File: config.mk
export PLATFORM = sky130hd
export DESIGN_NAME = mask_centroid
export DESIGN_NICKNAME = d
export VERILOG_FILES = /design/src/rtl/mask_centroid_pkg.sv /design/src/rtl/mask_centroid_divider.sv /design/src/rtl/mask_centroid.sv
export SDC_FILE = /design/constraint.sdc
export NUM_CORES = 1
export LEC_CHECK = 0
export CAP_MARGIN = 0
export CORE_MARGIN = 4
export CORE_UTILIZATION = 50
export CTS_CLUSTER_SIZE = 16
export DETAILED_ROUTE_END_ITERATION = 16
export PLACE_DENSITY = 0.79
export SYNTH_ARGS = -nofsm -noshare
export SYNTH_HDL_FRONTEND = slang
export SYNTH_SLANG_ARGS = --single-unit
export TNS_END_PERCENT = 50
File: constraint.sdc
create_clock -name clk_in -period 4.83 [get_ports clk_in]
set_input_delay 0.7245 -clock clk_in [delete_from_list [all_inputs] [get_ports clk_in]]
set_output_delay 0.7245 -clock clk_in [all_outputs]
set_load 0.1 [all_outputs]
File: src/rtl/mask_centroid_pkg.sv
// Shared types and width helpers for the mask centroid block.
package mask_centroid_pkg;

  typedef enum logic [1:0] {
    IDLE,
    DIVIDE,
    DONE
  } state_t;

  function automatic int xw_f(input int hres);
    return $clog2(hres);
  endfunction

  function automatic int yw_f(input int vres);
    return $clog2(vres);
  endfunction

  function automatic int cw_f(input int hres, input int vres);
    return $clog2(hres * vres + 1);
  endfunction

  function automatic int sw_f(input int hres, input int vres);
    return $clog2(hres * hres * vres) + 1;
  endfunction

endpackage

File: src/rtl/mask_centroid_divider.sv
// Unsigned restoring divider, one quotient bit per cycle, DW-cycle latency.
module seq_divider #(
  parameter  int DW = 26,
  parameter  int VW = 16,
  parameter  int QW = DW,
  localparam int NW = $clog2(DW + 1)
) (
  input  logic          clk_in,
  input  logic          rst_n_in,
  input  logic          start_in,
  input  logic [DW-1:0] dividend_in,
  input  logic [VW-1:0] divisor_in,
  output logic          busy_out,
  output logic          done_out,
  output logic [QW-1:0] quotient_out
);

  logic [DW-1:0] quo_q, quo_d;
  logic [VW-1:0] rem_q, rem_d;
  logic [VW-1:0] dvs_q, dvs_d;
  logic [NW-1:0] cnt_q, cnt_d;
  logic          busy_q, busy_d;
  logic [VW:0]   trial;

  always_comb begin
    quo_d  = quo_q;
    rem_d  = rem_q;
    dvs_d  = dvs_q;
    cnt_d  = cnt_q;
    busy_d = busy_q;
    trial  = {rem_q, quo_q[DW-1]};
    if (start_in) begin
      quo_d  = dividend_in;
      rem_d  = '0;
      dvs_d  = divisor_in;
      cnt_d  = NW'(DW);
      busy_d = 1'b1;
    end else if (busy_q) begin
      if (trial >= {1'b0, dvs_q}) begin
        rem_d = VW'(trial - {1'b0, dvs_q});
        quo_d = {quo_q[DW-2:0], 1'b1};
      end else begin
        rem_d = trial[VW-1:0];
        quo_d = {quo_q[DW-2:0], 1'b0};
      end
      cnt_d  = cnt_q - NW'(1);
      busy_d = (cnt_q != NW'(1));
    end
  end

  always_ff @(posedge clk_in or negedge rst_n_in) begin
    if (!rst_n_in) begin
      quo_q  <= '0;
      rem_q  <= '0;
      dvs_q  <= '0;
      cnt_q  <= '0;
      busy_q <= 1'b0;
    end else begin
      quo_q  <= quo_d;
      rem_q  <= rem_d;
      dvs_q  <= dvs_d;
      cnt_q  <= cnt_d;
      busy_q <= busy_d;
    end
  end

  // high in the cycle whose closing edge makes the quotient final
  assign done_out     = busy_q && (cnt_q == NW'(1));
  assign busy_out     = busy_q;
  assign quotient_out = quo_q[QW-1:0];

endmodule

File: src/rtl/mask_centroid.sv
// Per-frame centroid of a binned mask stream with sequential division.
// Optional bounding box via MASK_CENTROID_BBOX_EN.
module mask_centroid
  import mask_centroid_pkg::*;
#(
  parameter  int HRES      = 320,
  parameter  int VRES      = 180,
  parameter  int MIN_COUNT = 4,
  localparam int XW        = xw_f(HRES),
  localparam int YW        = yw_f(VRES),
  localparam int CW        = cw_f(HRES, VRES),
  localparam int SW        = sw_f(HRES, VRES)
) (
  input  logic                  clk_in,
  input  logic                  rst_n_in,
  input  logic [XW-1:0]         hcount_in,
  input  logic [YW-1:0]         vcount_in,
  input  logic                  pixel_data_in,
  input  logic                  data_valid_in,
  output logic [XW-1:0]         x_out,
  output logic [YW-1:0]         y_out,
  output logic [CW-1:0]         count_out,
  output logic                  found_out,
  output logic                  centroid_valid_out,
  output logic                  overrun_out,
  output logic [2*(XW+YW)-1:0]  bbox_out
);

  localparam logic [CW-1:0] MINC = CW'(MIN_COUNT);

  state_t        state_q;
  logic          primed_q;
  logic [CW-1:0] cnt_q, cnt_d, cnt_snap_q;
  logic [SW-1:0] sx_q, sx_d, sy_q, sy_d;
  logic [XW-1:0] x_q;
  logic [YW-1:0] y_q;
  logic [CW-1:0] count_q;
  logic          found_q, valid_q, ovr_q;

  logic          fs, hit, snap, start;
  logic          dx_busy, dy_busy, dx_done, dy_done;
  logic [XW-1:0] qx;
  logic [YW-1:0] qy;

  assign fs    = data_valid_in && hcount_in == '0
              && vcount_in == '0;
  assign hit   = data_valid_in && pixel_data_in;
  assign snap  = fs && primed_q && (state_q == IDLE)
              && !(dx_busy || dy_busy);
  assign start = snap && (cnt_q != '0);

  // a frame-start beat sits at (0,0), so its sums contribution is zero
  always_comb begin
    cnt_d = cnt_q;
    sx_d  = sx_q;
    sy_d  = sy_q;
    if (fs) begin
      cnt_d = CW'(pixel_data_in);
      sx_d  = '0;
      sy_d  = '0;
    end else if (hit) begin
      cnt_d = cnt_q + CW'(1);
      sx_d  = sx_q + SW'(hcount_in);
      sy_d  = sy_q + SW'(vcount_in);
    end
  end

  always_ff @(posedge clk_in or negedge rst_n_in) begin
    if (!rst_n_in) begin
      cnt_q <= '0;
      sx_q  <= '0;
      sy_q  <= '0;
    end else begin
      cnt_q <= cnt_d;
      sx_q  <= sx_d;
      sy_q  <= sy_d;
    end
  end

  seq_divider #(.DW(SW), .VW(CW), .QW(XW)) u_div_x (
    .clk_in       (clk_in),
    .rst_n_in     (rst_n_in),
    .start_in     (start),
    .dividend_in  (sx_q),
    .divisor_in   (cnt_q),
    .busy_out     (dx_busy),
    .done_out     (dx_done),
    .quotient_out (qx)
  );

  seq_divider #(.DW(SW), .VW(CW), .QW(YW)) u_div_y (
    .clk_in       (clk_in),
    .rst_n_in     (rst_n_in),
    .start_in     (start),
    .dividend_in  (sy_q),
    .divisor_in   (cnt_q),
    .busy_out     (dy_busy),
    .done_out     (dy_done),
    .quotient_out (qy)
  );

  always_ff @(posedge clk_in or negedge rst_n_in) begin
    if (!rst_n_in) begin
      state_q    <= IDLE;
      primed_q   <= 1'b0;
      cnt_snap_q <= '0;
      x_q        <= '0;
      y_q        <= '0;
      count_q    <= '0;
      found_q    <= 1'b0;
      valid_q    <= 1'b0;
      ovr_q      <= 1'b0;
    end else begin
      valid_q <= 1'b0;
      ovr_q   <= fs && primed_q && (state_q != IDLE);
      if (fs) primed_q <= 1'b1;
      unique case (state_q)
        IDLE: begin
          if (snap) begin
            cnt_snap_q <= cnt_q;
            state_q    <= (cnt_q == '0) ? DONE : DIVIDE;
          end
        end
        DIVIDE: begin
          if (dx_done && dy_done) state_q <= DONE;
        end
        DONE: begin
          valid_q <= 1'b1;
          count_q <= cnt_snap_q;
          found_q <= cnt_snap_q >= MINC;
          if (cnt_snap_q != '0) begin
            x_q <= qx;
            y_q <= qy;
          end
          state_q <= IDLE;
        end
        default: state_q <= IDLE;
      endcase
    end
  end

  assign x_out              = x_q;
  assign y_out              = y_q;
  assign count_out          = count_q;
  assign found_out          = found_q;
  assign centroid_valid_out = valid_q;
  assign overrun_out        = ovr_q;

`ifdef MASK_CENTROID_BBOX_EN
  localparam int BW = 2 * (XW + YW);

  logic [XW-1:0] xmin_q, xmin_d, xmax_q, xmax_d;
  logic [YW-1:0] ymin_q, ymin_d, ymax_q, ymax_d;
  logic [BW-1:0] bsnap_q, bbox_q;

  // an empty frame leaves min above max; masked on output by count==0
  always_comb begin
    xmin_d = xmin_q;
    xmax_d = xmax_q;
    ymin_d = ymin_q;
    ymax_d = ymax_q;
    if (fs) begin
      xmin_d = pixel_data_in ? '0 : '1;
      xmax_d = '0;
      ymin_d = pixel_data_in ? '0 : '1;
      ymax_d = '0;
    end else if (hit) begin
      if (hcount_in < xmin_q) xmin_d = hcount_in;
      if (hcount_in > xmax_q) xmax_d = hcount_in;
      if (vcount_in < ymin_q) ymin_d = vcount_in;
      if (vcount_in > ymax_q) ymax_d = vcount_in;
    end
  end

  always_ff @(posedge clk_in or negedge rst_n_in) begin
    if (!rst_n_in) begin
      xmin_q  <= '1;
      xmax_q  <= '0;
      ymin_q  <= '1;
      ymax_q  <= '0;
      bsnap_q <= '0;
      bbox_q  <= '0;
    end else begin
      xmin_q <= xmin_d;
      xmax_q <= xmax_d;
      ymin_q <= ymin_d;
      ymax_q <= ymax_d;
      if (snap)
        bsnap_q <= {xmin_q, xmax_q, ymin_q, ymax_q};
      if (state_q == DONE)
        bbox_q <= (cnt_snap_q == '0) ? '0 : bsnap_q;
    end
  end

  assign bbox_out = bbox_q;
`else
  assign bbox_out = '0;
`endif

endmodule

Word level (Yosys, flattened, before mapping)

Index checks and enable logic that the tools add are counted.

Bits in registers: 235
Bits of input ports: 21
Output and inout port bits: 70
Logic and storage cells: 96

$add $sub $neg: 7
Magnitude comparators: 3
Eq/ne operators: 8
Multiplexer cells: 31
Reductions and logical operators: 26

Operator list:

| operator                | count |
|---|---|
| $mux W26                | 8 |
| $mux W16                | 8 |
| $ge A17 B16 Y1          | 2 |
| $reduce_bool A16 Y1     | 2 |
| $sub A16 B16 Y16        | 2 |
| $add A26 B8 Y26         | 1 |
| $add A26 B9 Y26         | 1 |
| $mux W5                 | 4 |
| $add A16 B1 Y16 const B | 1 |
| $ge A16 B3 Y1 const B   | 1 |
| $logic_not A16 Y1       | 1 |
| $logic_and A1 B1 Y1     | 11 |
| $eq A5 B1 Y1 const B    | 2 |
| $ne A5 B1 Y1 const B    | 2 |
| $sub A5 B1 Y5 const B   | 2 |
| $logic_not A9 Y1        | 1 |
| $logic_not A8 Y1        | 1 |
| $reduce_bool A2 Y1      | 4 |
| $mux W1                 | 7 |
| $mux W2                 | 3 |
| $reduce_and A2 Y1       | 3 |
| $ne A2 B2 Y1 const B    | 2 |
| $pmux W2 S2             | 1 |
| $eq A2 B1 Y1 const B    | 1 |
| 4 further kinds         | 4 |

Longest topological paths before layout

Gate-level depths: netlist (run 1).

Depth after elaboration: 8
Mapped depth: 13

By module

Synthesis (run 1) repeated with hierarchy kept, for this count alone.

Cells, all modules: 1449
Area total of the unflattened synthesis: 14216.1 um^2

Modules (own cells, without submodules):

| module                | instances | cells an instance | area an instance (um^2) |
|---|---|---|---|
| mask_centroid         | 1         | 648               | 6735.2 |
| seq_divider (u_div_x) | 1         | 403               | 3747.3 |
| seq_divider (u_div_y) | 1         | 398               | 3733.6 |

Worst setup path after synthesis (run 1)

Ideal clock, no wire load.

Path type: register -> register
From: register u_div_x.dvs_q[1] (netlist name)
To: register u_div_y.rem_q[12]
Setup time: 0.138 ns
Arrival time: 2.629 ns
Setup slack: 2.063 ns
Cell stages (with the launch flop): 13
Cells stage by stage: dfrtp_1 > inv_1 > ha_1 > nor2b_1 > o31a_1 > o31a_1 > o311ai_2 > a221oi_1 > or3_1 > buf_6 > buf_6 > mux2i_1 > o22ai_1

RTL lines:

| element              | line                        | source |
|---|---|---|
| end signal, assigned | mask_centroid_divider.sv:60 | `rem_q <= rem_d;` |
| end, declared        | mask_centroid_divider.sv:19 | `logic [VW-1:0] rem_q, rem_d;` |

Worst setup path after layout (run 1)

From: register u_div_x.dvs_q[2]
To: register u_div_x.rem_q[3]

Word-level cells in the longest chain between the ends: 4

Ends and longest elaborated chain:

| element                                                   | line                                                     | source |
|---|---|---|
| start, declared                                           | mask_centroid_divider.sv:20                              | `logic [VW-1:0] dvs_q, dvs_d;` |
| start signal, assigned                                    | mask_centroid_divider.sv:61                              | `dvs_q <= dvs_d;` |
| $sub A16 B16 Y16 / $ge A17 B16 Y1 (equally long branches) | mask_centroid_divider.sv:40, mask_centroid_divider.sv:39 |  |
| $mux W16 *                                                | mask_centroid_divider.sv:39                              | `if (trial >= {1'b0, dvs_q}) begin` |
| $mux W16 *                                                | mask_centroid_divider.sv:38                              | `end else if (busy_q) begin` |
| $mux W16 *                                                | mask_centroid_divider.sv:32                              | `if (start_in) begin` |
| end signal, assigned                                      | mask_centroid_divider.sv:60                              |  |
| end, declared                                             | mask_centroid_divider.sv:19                              |  |

Every way passes the cells marked *; elsewhere a longest branch is shown, timed or not. The select of a mux whose other input is x is not followed.
A chain may end at the register's enable or synchronous reset.

==> flow_summary.yaml, run 1 <==
status:
  outcome: "finished, final reports clean"
sta:
  setup_tns_ns: 0
  setup_violations: 0
  max_slew_margin_pct: 23.3
  skew_ns: 0.0155
  worstMarginPinSlew_ns: 1.15
  hold_viol_final: 0
  rsz0062_at_grt: "no"
  min_period_ns: 3.28
  post-route-period-util_pct: 68.0
  max_clock_freq_mhz: 305
  setup_slack_ns: 1.55
  drv_slew: 0
setup_path:
  crit_path_top_delay_cell: "o41ai_2"
  crit_start: "u_div_x.dvs_q[2]"
  worstSetupStartpointType: "register"
  max_stage_delay_ns: 0.56
  cp-end-kind: "register"
  rr_startpoint: "u_div_x.dvs_q[2]"
  worstPathRequired_ns: 5.24
  cp_num_buf_inv: 1
  critPathKind: "register to register"
  crit_arrival_ns: 3.69
  critPathMostFrequentCell: "o21ai_0"
  path_delay_family: "compound AO/OA/AOI/OAI gates"
  cp_cell_sequence: "inv_1, ha_1, o21ai_0, a211oi_1, o41ai_2, o21ai_0, a2111o_1, nand2_2, o22ai_1, a31o_2"
  crit_fanout: 13
hold_path:
  min-delay-path-class: "primary input to async pin"
die:
  dieWidth_um: 167
  io_pins: 91
  rows: 57
  initial_core_util_pct: 51.3
  core-area_sq_um: 24500
  die_h_um: 167
  dieArea_sq_um: 27800
grt:
  first_global_vias: 9654
  grt_max_degree: 112
  antenna_found_initial: 0
  groute.usage.overall_pct: 19.8
  grt_pass1_wl_um: 47300
  grt-ovfl-total: 0
yosys:
  yosys_warnings: 0
  synthDistinctLibCells: 65
  yosysSeqAreaShare_pct: 46.7
  synth.largest_area_cell: "dfrtp_1"
  mappedNetlistArea_sq_um: 12600
  synthCells: 1339
  synth_edf_count: 0
  synthFlopType: "dfrtp_1"
  synth_area_leaders: "dfrtp_1 47%, nand2_1 7.5%, ha_1 5.5%"
  async_flop_share_pct: 100
  ys_ff_latch: 235
  synth.most_common_cell: "nand2_1"
  yosysTopAreaCellShare_pct: 46.7
  yosys-top-cells-count: "253 x nand2_1, 235 x dfrtp_1, 96 x nor2_1"
  avgSynthCellArea_sq_um: 9.41
place:
  portBuffers: 56
  dp_slack_ns: 1.18
  hpwl_um: 19200
  gp_congestion: 0.926
clock_tree:
  ctsLongestPathBuffers: 3
  cts.repair.resized: 0
  cts_setup_buffers: 0
  htreeDepth: 1
  cts_made_buffers: 24
  cts_tree: "built"
  cts.sinks: 235
  ctsHoldBuffers: 0
  root_buffer: "clkbuf_16"
  worstSkewPairLatency_ns: 0.52
  clkTransAtPathRegs_ns: 0.07
routing:
  final_antenna_net_count: 0
  totalWireLength_um: 28100
  drt_iter0_drc: 601
  route.detailed.vias_per_inst: 5.62
  drc: 0
  route.vias.total: 9648
  drt_first_pass_iters: 5
  wl_per_cell_um: 16.4
layout:
  syn2layout_area_growth_pct: 12.2
  multi_input_area_sq_um: 6160
  nFillCells: 2068
  antenna_cells: 0
  seqCellArea_sq_um: 5880
  fin_nets: 1454
  final_layout_size_suffix_gt1_share_pct: 7.69
power_and_ir_drop:
  p_leak_nw: 6.69
  power_density_nw_per_um2: 349
  vdd_drop_max_v: 0.000406
  p_total_w: 0.00493
run:
  cap_violations: 0
cell families after synthesis:
logic type | count (synthesis) | synth area share, %
flops | 235 | 46.7
simple gates | 506 | 18.1
buf+inv | 143 | 5.46
other cells | 1 | 0.0298
xor+xnor | 82 | 5.70
compound gates | 261 | 13.4
mux | 52 | 4.46
fa+ha+maj | 59 | 6.10
report_power, final:
group	switching, W	total, W	internal (W)
combinational	0.000481	0.000776	0.000295
clock	0.000772	0.00193	0.00116
sequential	0.000134	0.00222	0.00208
total	0.00139	0.00493	0.00354
sequential cells by signal, indices dropped and copies added (netlist names):
register            flops
sx_q                   26
sy_q                   26
u_div_x.quo_q          26
u_div_y.quo_q          26
cnt_q                  16
cnt_snap_q             16
count_out              16
u_div_x.dvs_q          16
u_div_x.rem_q          16
u_div_y.rem_q          16
x_out                   9
y_out                   8
u_div_x.cnt_q           5
u_div_y.cnt_q           5
state_q                 2
centroid_valid_out      1
found_out               1
overrun_out             1
primed_q                1
u_div_x.busy_out        1
u_div_y.busy_out        1
routing by layer:
metal,vias up,global-route usage (%),wire length [um]
li1,4641,-,-
met1,4734,26.6,12500
met4,0,6.15,771
met5,-,0,0
met3,56,2.92,1240
met2,217,33.6,13600
cells in the final DEF (no fill, tap or decap), types with 16 or more instances in the layout:
| cell | count |
|---|---|
| mux2_2 | 33 |
| nand4_1 | 16 |
| mux2i_1 | 19 |
| conb_1 | 34 |
| nor3_1 | 21 |
| dfrtp_1 | 235 |
| xor2_1 | 36 |
| clkbuf_16 | 24 |
| a22oi_1 | 52 |
| clkdlybuf4s50_1 | 55 |
| ha_1 | 55 |
| nor2_1 | 95 |
| nand3_1 | 30 |
| a21oi_1 | 58 |
| nand2_1 | 253 |
| o21ai_0 | 58 |
| o22ai_1 | 19 |
| xnor2_1 | 46 |
| inv_1 | 48 |
metrics by stage:
| stage | instance area [sq um] | hold WS [ns] | util (%) | cells |
|---|---|---|---|---|
| 2_1_floorplan | 12700 | 0.429 | - | 1372 |
| 3_3_place_gp | 13300 | 0.459 | 54.2 | 1672 |
| 3_5_place_dp | 13300 | 0.463 | 54.2 | 1672 |
| 4_1_cts | 14100 | 0.295 | 57.6 | 1716 |
| 5_1_grt | 14100 | 0.326 | 57.6 | 1716 |
| 6_report | 14100 | 0.225 | 57.6 | 1716 |
path summary, 6_finish.rpt:
path                                 endpoint  slack, ns  cells past startpoint
max in group asynchronous    u_div_y.quo_q[7]       3.42                      2
hold / removal             centroid_valid_out       0.22                      1
setup reg to reg             u_div_x.rem_q[3]       1.55                     10
hold reg to reg                     found_out       0.47                      2
setup / recovery             u_div_x.rem_q[3]       1.55                     10
min in group clk_in                 found_out       0.47                      2
layout make-up:
class | count | share of cell area [%]
multi-input cells | 994 | 43.6
flip-flops and latches | 235 | 41.6
clock buffers | 36 | 4.93
repair buffers | 70 | 4.75
well taps | 324 | 2.87
inverters | 49 | 1.30
clock inverters | 8 | 0.939
Note: power is estimated with default switching activity, not from simulation.
==> run 2: changes to the inputs <==
--- a/config.mk
+++ b/config.mk
@@ -10,7 +10,7 @@
 export CORE_UTILIZATION = 50
 export CTS_CLUSTER_SIZE = 16
 export DETAILED_ROUTE_END_ITERATION = 16
-export PLACE_DENSITY = 0.79
+export PLACE_DENSITY = 0.81
 export SYNTH_ARGS = -nofsm -noshare
 export SYNTH_HDL_FRONTEND = slang
 export SYNTH_SLANG_ARGS = --single-unit
==> constraint.sdc (replaced) <==
create_clock -name clk_in -period 2.7 [get_ports clk_in]
set_input_delay 0.405 -clock clk_in [delete_from_list [all_inputs] [get_ports clk_in]]
set_output_delay 0.405 -clock clk_in [all_outputs]
set_load 0.1 [all_outputs]
==> run 2 against run 1 <==
Effect of this change:
- the flow now finishes with violations (negative setup slack)
- clock power rose by 91%
- combinational power rose by 110%
- sequential power rose by 78%
- register-to-register slack got worse by 1.6 ns
- power rose by 89%
==> flow_summary.yaml, run 2 (same netlist as run 1, synthesis figures left out) <==
power_and_ir_drop:
  p_comb_share_pct: 17.7
  p_switching_w: 0.00262
  switching_share_pct: 28.1
  p_leak_nw: 7.31
  power.share.clock_pct: 39.7
  intPower_w: 0.00668
  vdd_drop_max_v: 0.000578
  power_density_nw_per_um2: 613
  seq_power_share_pct: 42.7
die:
  dieWidth_um: 167
  initial_core_util_pct: 51.3
  core-area_sq_um: 24500
  dieArea_sq_um: 27800
  die_h_um: 167
  rows: 57
  io_pins: 91
routing:
  wl_per_cell_um: 17.4
  drc: 0
  totalWireLength_um: 31700
  drt_first_pass_iters: 5
  final_antenna_net_count: 0
  route.vias.total: 10349
  route.detailed.vias_per_inst: 5.70
  drt_iter0_drc: 780
setup_path:
  reg2reg_to: "u_div_y.rem_q[9]"
  worstPathRequired_ns: 3.09
  crit_fanout: 7
  crit_start: "u_div_x.dvs_q[1]"
  worstSetupStartpointType: "register"
  crit_arrival_ns: 3.11
  critPathKind: "register to register"
  r2r_cells: 11
  crit_end: "u_div_y.rem_q[9]"
  r2r_setup_slack_ns: -0.02
  cp-end-kind: "register"
  rr_startpoint: "u_div_x.dvs_q[1]"
clock_tree:
  root_buffer: "clkbuf_16"
  clkTransAtPathRegs_ns: 0.06
  ctsLongestPathBuffers: 3
  cts.sinks: 235
  htreeDepth: 1
  worstSkewPairLatency_ns: 0.53
  cts_made_buffers: 25
  cts_tree: "built"
grt:
  grt-ovfl-total: 0
  grt_pass1_wl_um: 51600
  antenna_found_initial: 0
  groute.usage.overall_pct: 21.8
  grt_max_degree: 64
  first_global_vias: 10440
sta:
  min_period_ns: 2.72
  skew_ns: 0.0146
  post-route-period-util_pct: 101
  hold_viol_final: 0
  max_slew_margin_pct: 25.2
  rsz0062_at_grt: "yes"
  max_clock_freq_mhz: 368
  setup_slack_ns: -0.0193
  drv_slew: 0
  setup_violations: 2
  worstMarginPinSlew_ns: 1.12
layout:
  syn2layout_area_growth_pct: 20.4
  final_core_util_pct: 61.8
  stdcell_count: 1817
  final_cell_mix: "252 x nand2_1, 235 x dfrtp_1, 136 x buf_4"
  antenna_cells: 0
  nFillCells: 1942
  layout_commonest_cell: "nand2_1"
  final_layout_size_suffix_gt1_share_pct: 18.8
  fin_nets: 1555
place:
  hpwl_um: 21100
  gp_congestion: 0.887
  portBuffers: 56
  dp.cells: 1754
run:
  cap_violations: 0
status:
  outcome: "finished, violations left"
  violations: "negative setup slack"
hold_path:
  min-delay-path-class: "primary input to async pin"
-- run 2: cell types whose count changed in the layout (fill, tap and decap cells not counted), sizes merged --
| cell | before | now |
|---|---|---|
| buf | 15 | 150 |
| clkdlybuf4s50 | 55 | 19 |
| bufinv | 3 | 4 |
| clkinv | 4 | 3 |
| dlygate4sd3 | 0 | 1 |
| inv | 49 | 50 |
-- run 2: worst max-delay path, cell delays in order, from the launching register on --
cell      delay, ns
dfrtp_1        0.40
inv_2          0.10
ha_4           0.21
nor2b_4        0.12
o31a_1         0.26
o31a_1         0.30
o311ai_2       0.27
a221oi_2       0.12
or3_4          0.36
buf_6          0.16
mux2i_1        0.17
o22ai_1        0.10
-- run 2: repair_timing --
action / 4_1_cts / 5_1_grt
gates resized for setup: 17 / 42
buffers inserted: 6 / 10
gates cloned: 0 / 1
setup endpoints to repair: 33 / 48
endpoints found under the hold margin: 60 / 0
hold buffers: 1 / 0
pin swaps: 3 / 16
-- run 2: how the worst min path moves through the flow --
stage	depth (start not counted)	endpoint	slack, ns
global placement	1	centroid_valid_out	0.39
CTS	2	u_div_y.cnt_q[0]	0.44
detailed placement	1	count_out[9]	0.39
floorplan	0	centroid_valid_out	0.11
global route	2	count_out[9]	0.48
finish	2	count_out[15]	0.43
-- run 2: layer usage --
metal | track usage [%] | wire [um] | up-vias
li1 | - | - | 4843
met1 | 28.8 | 13200 | 5092
met2 | 37.3 | 15900 | 325
met3 | 2.92 | 1490 | 89
met4 | 7.51 | 1160 | 0
met5 | 0 | 0 | -
-- run 2: power by group through the flow --
stage | Sequential [W] | Clock [W] | Combinational (W)
6_report | 0.00396 | 0.00369 | 0.00164
5_1_grt | 0.00399 | 0.00389 | 0.00183
4_1_cts | 0.00396 | 0.00373 | 0.00158
3_5_place_dp | 0.00402 | 0 | 0.00154
3_3_place_gp | 0.00402 | 0 | 0.00149
2_1_floorplan | 0.00394 | 0 | 0.00114
-- run 2: area by class of cell --
class	count	area, sq um	area share, %
Tap cell	324	405	2.67
Timing Repair Buffer	170	1430	9.42
Multi-Input combinational cell	994	6390	42.1
Clock buffer	36	727	4.79
Clock inverter	9	155	1.02
Sequential cell	235	5880	38.8
Inverter	49	184	1.21
-- run 2: metrics by stage --
step           hold WS [ns]  instance area [sq um]  TNS (ns)  setup WS (ns)  power (W)
5_1_grt               0.482                  15200     -1.92         -0.108    0.00971
3_3_place_gp          0.386                  13900     -8.45         -0.347    0.00550
3_5_place_dp          0.394                  13900    -13.17         -0.455    0.00556
6_report              0.426                  15200   -0.0197        -0.0193    0.00929
4_1_cts               0.445                  14900    -0.327        -0.0792    0.00927
2_1_floorplan         0.109                  12700    -0.516        -0.0617    0.00508
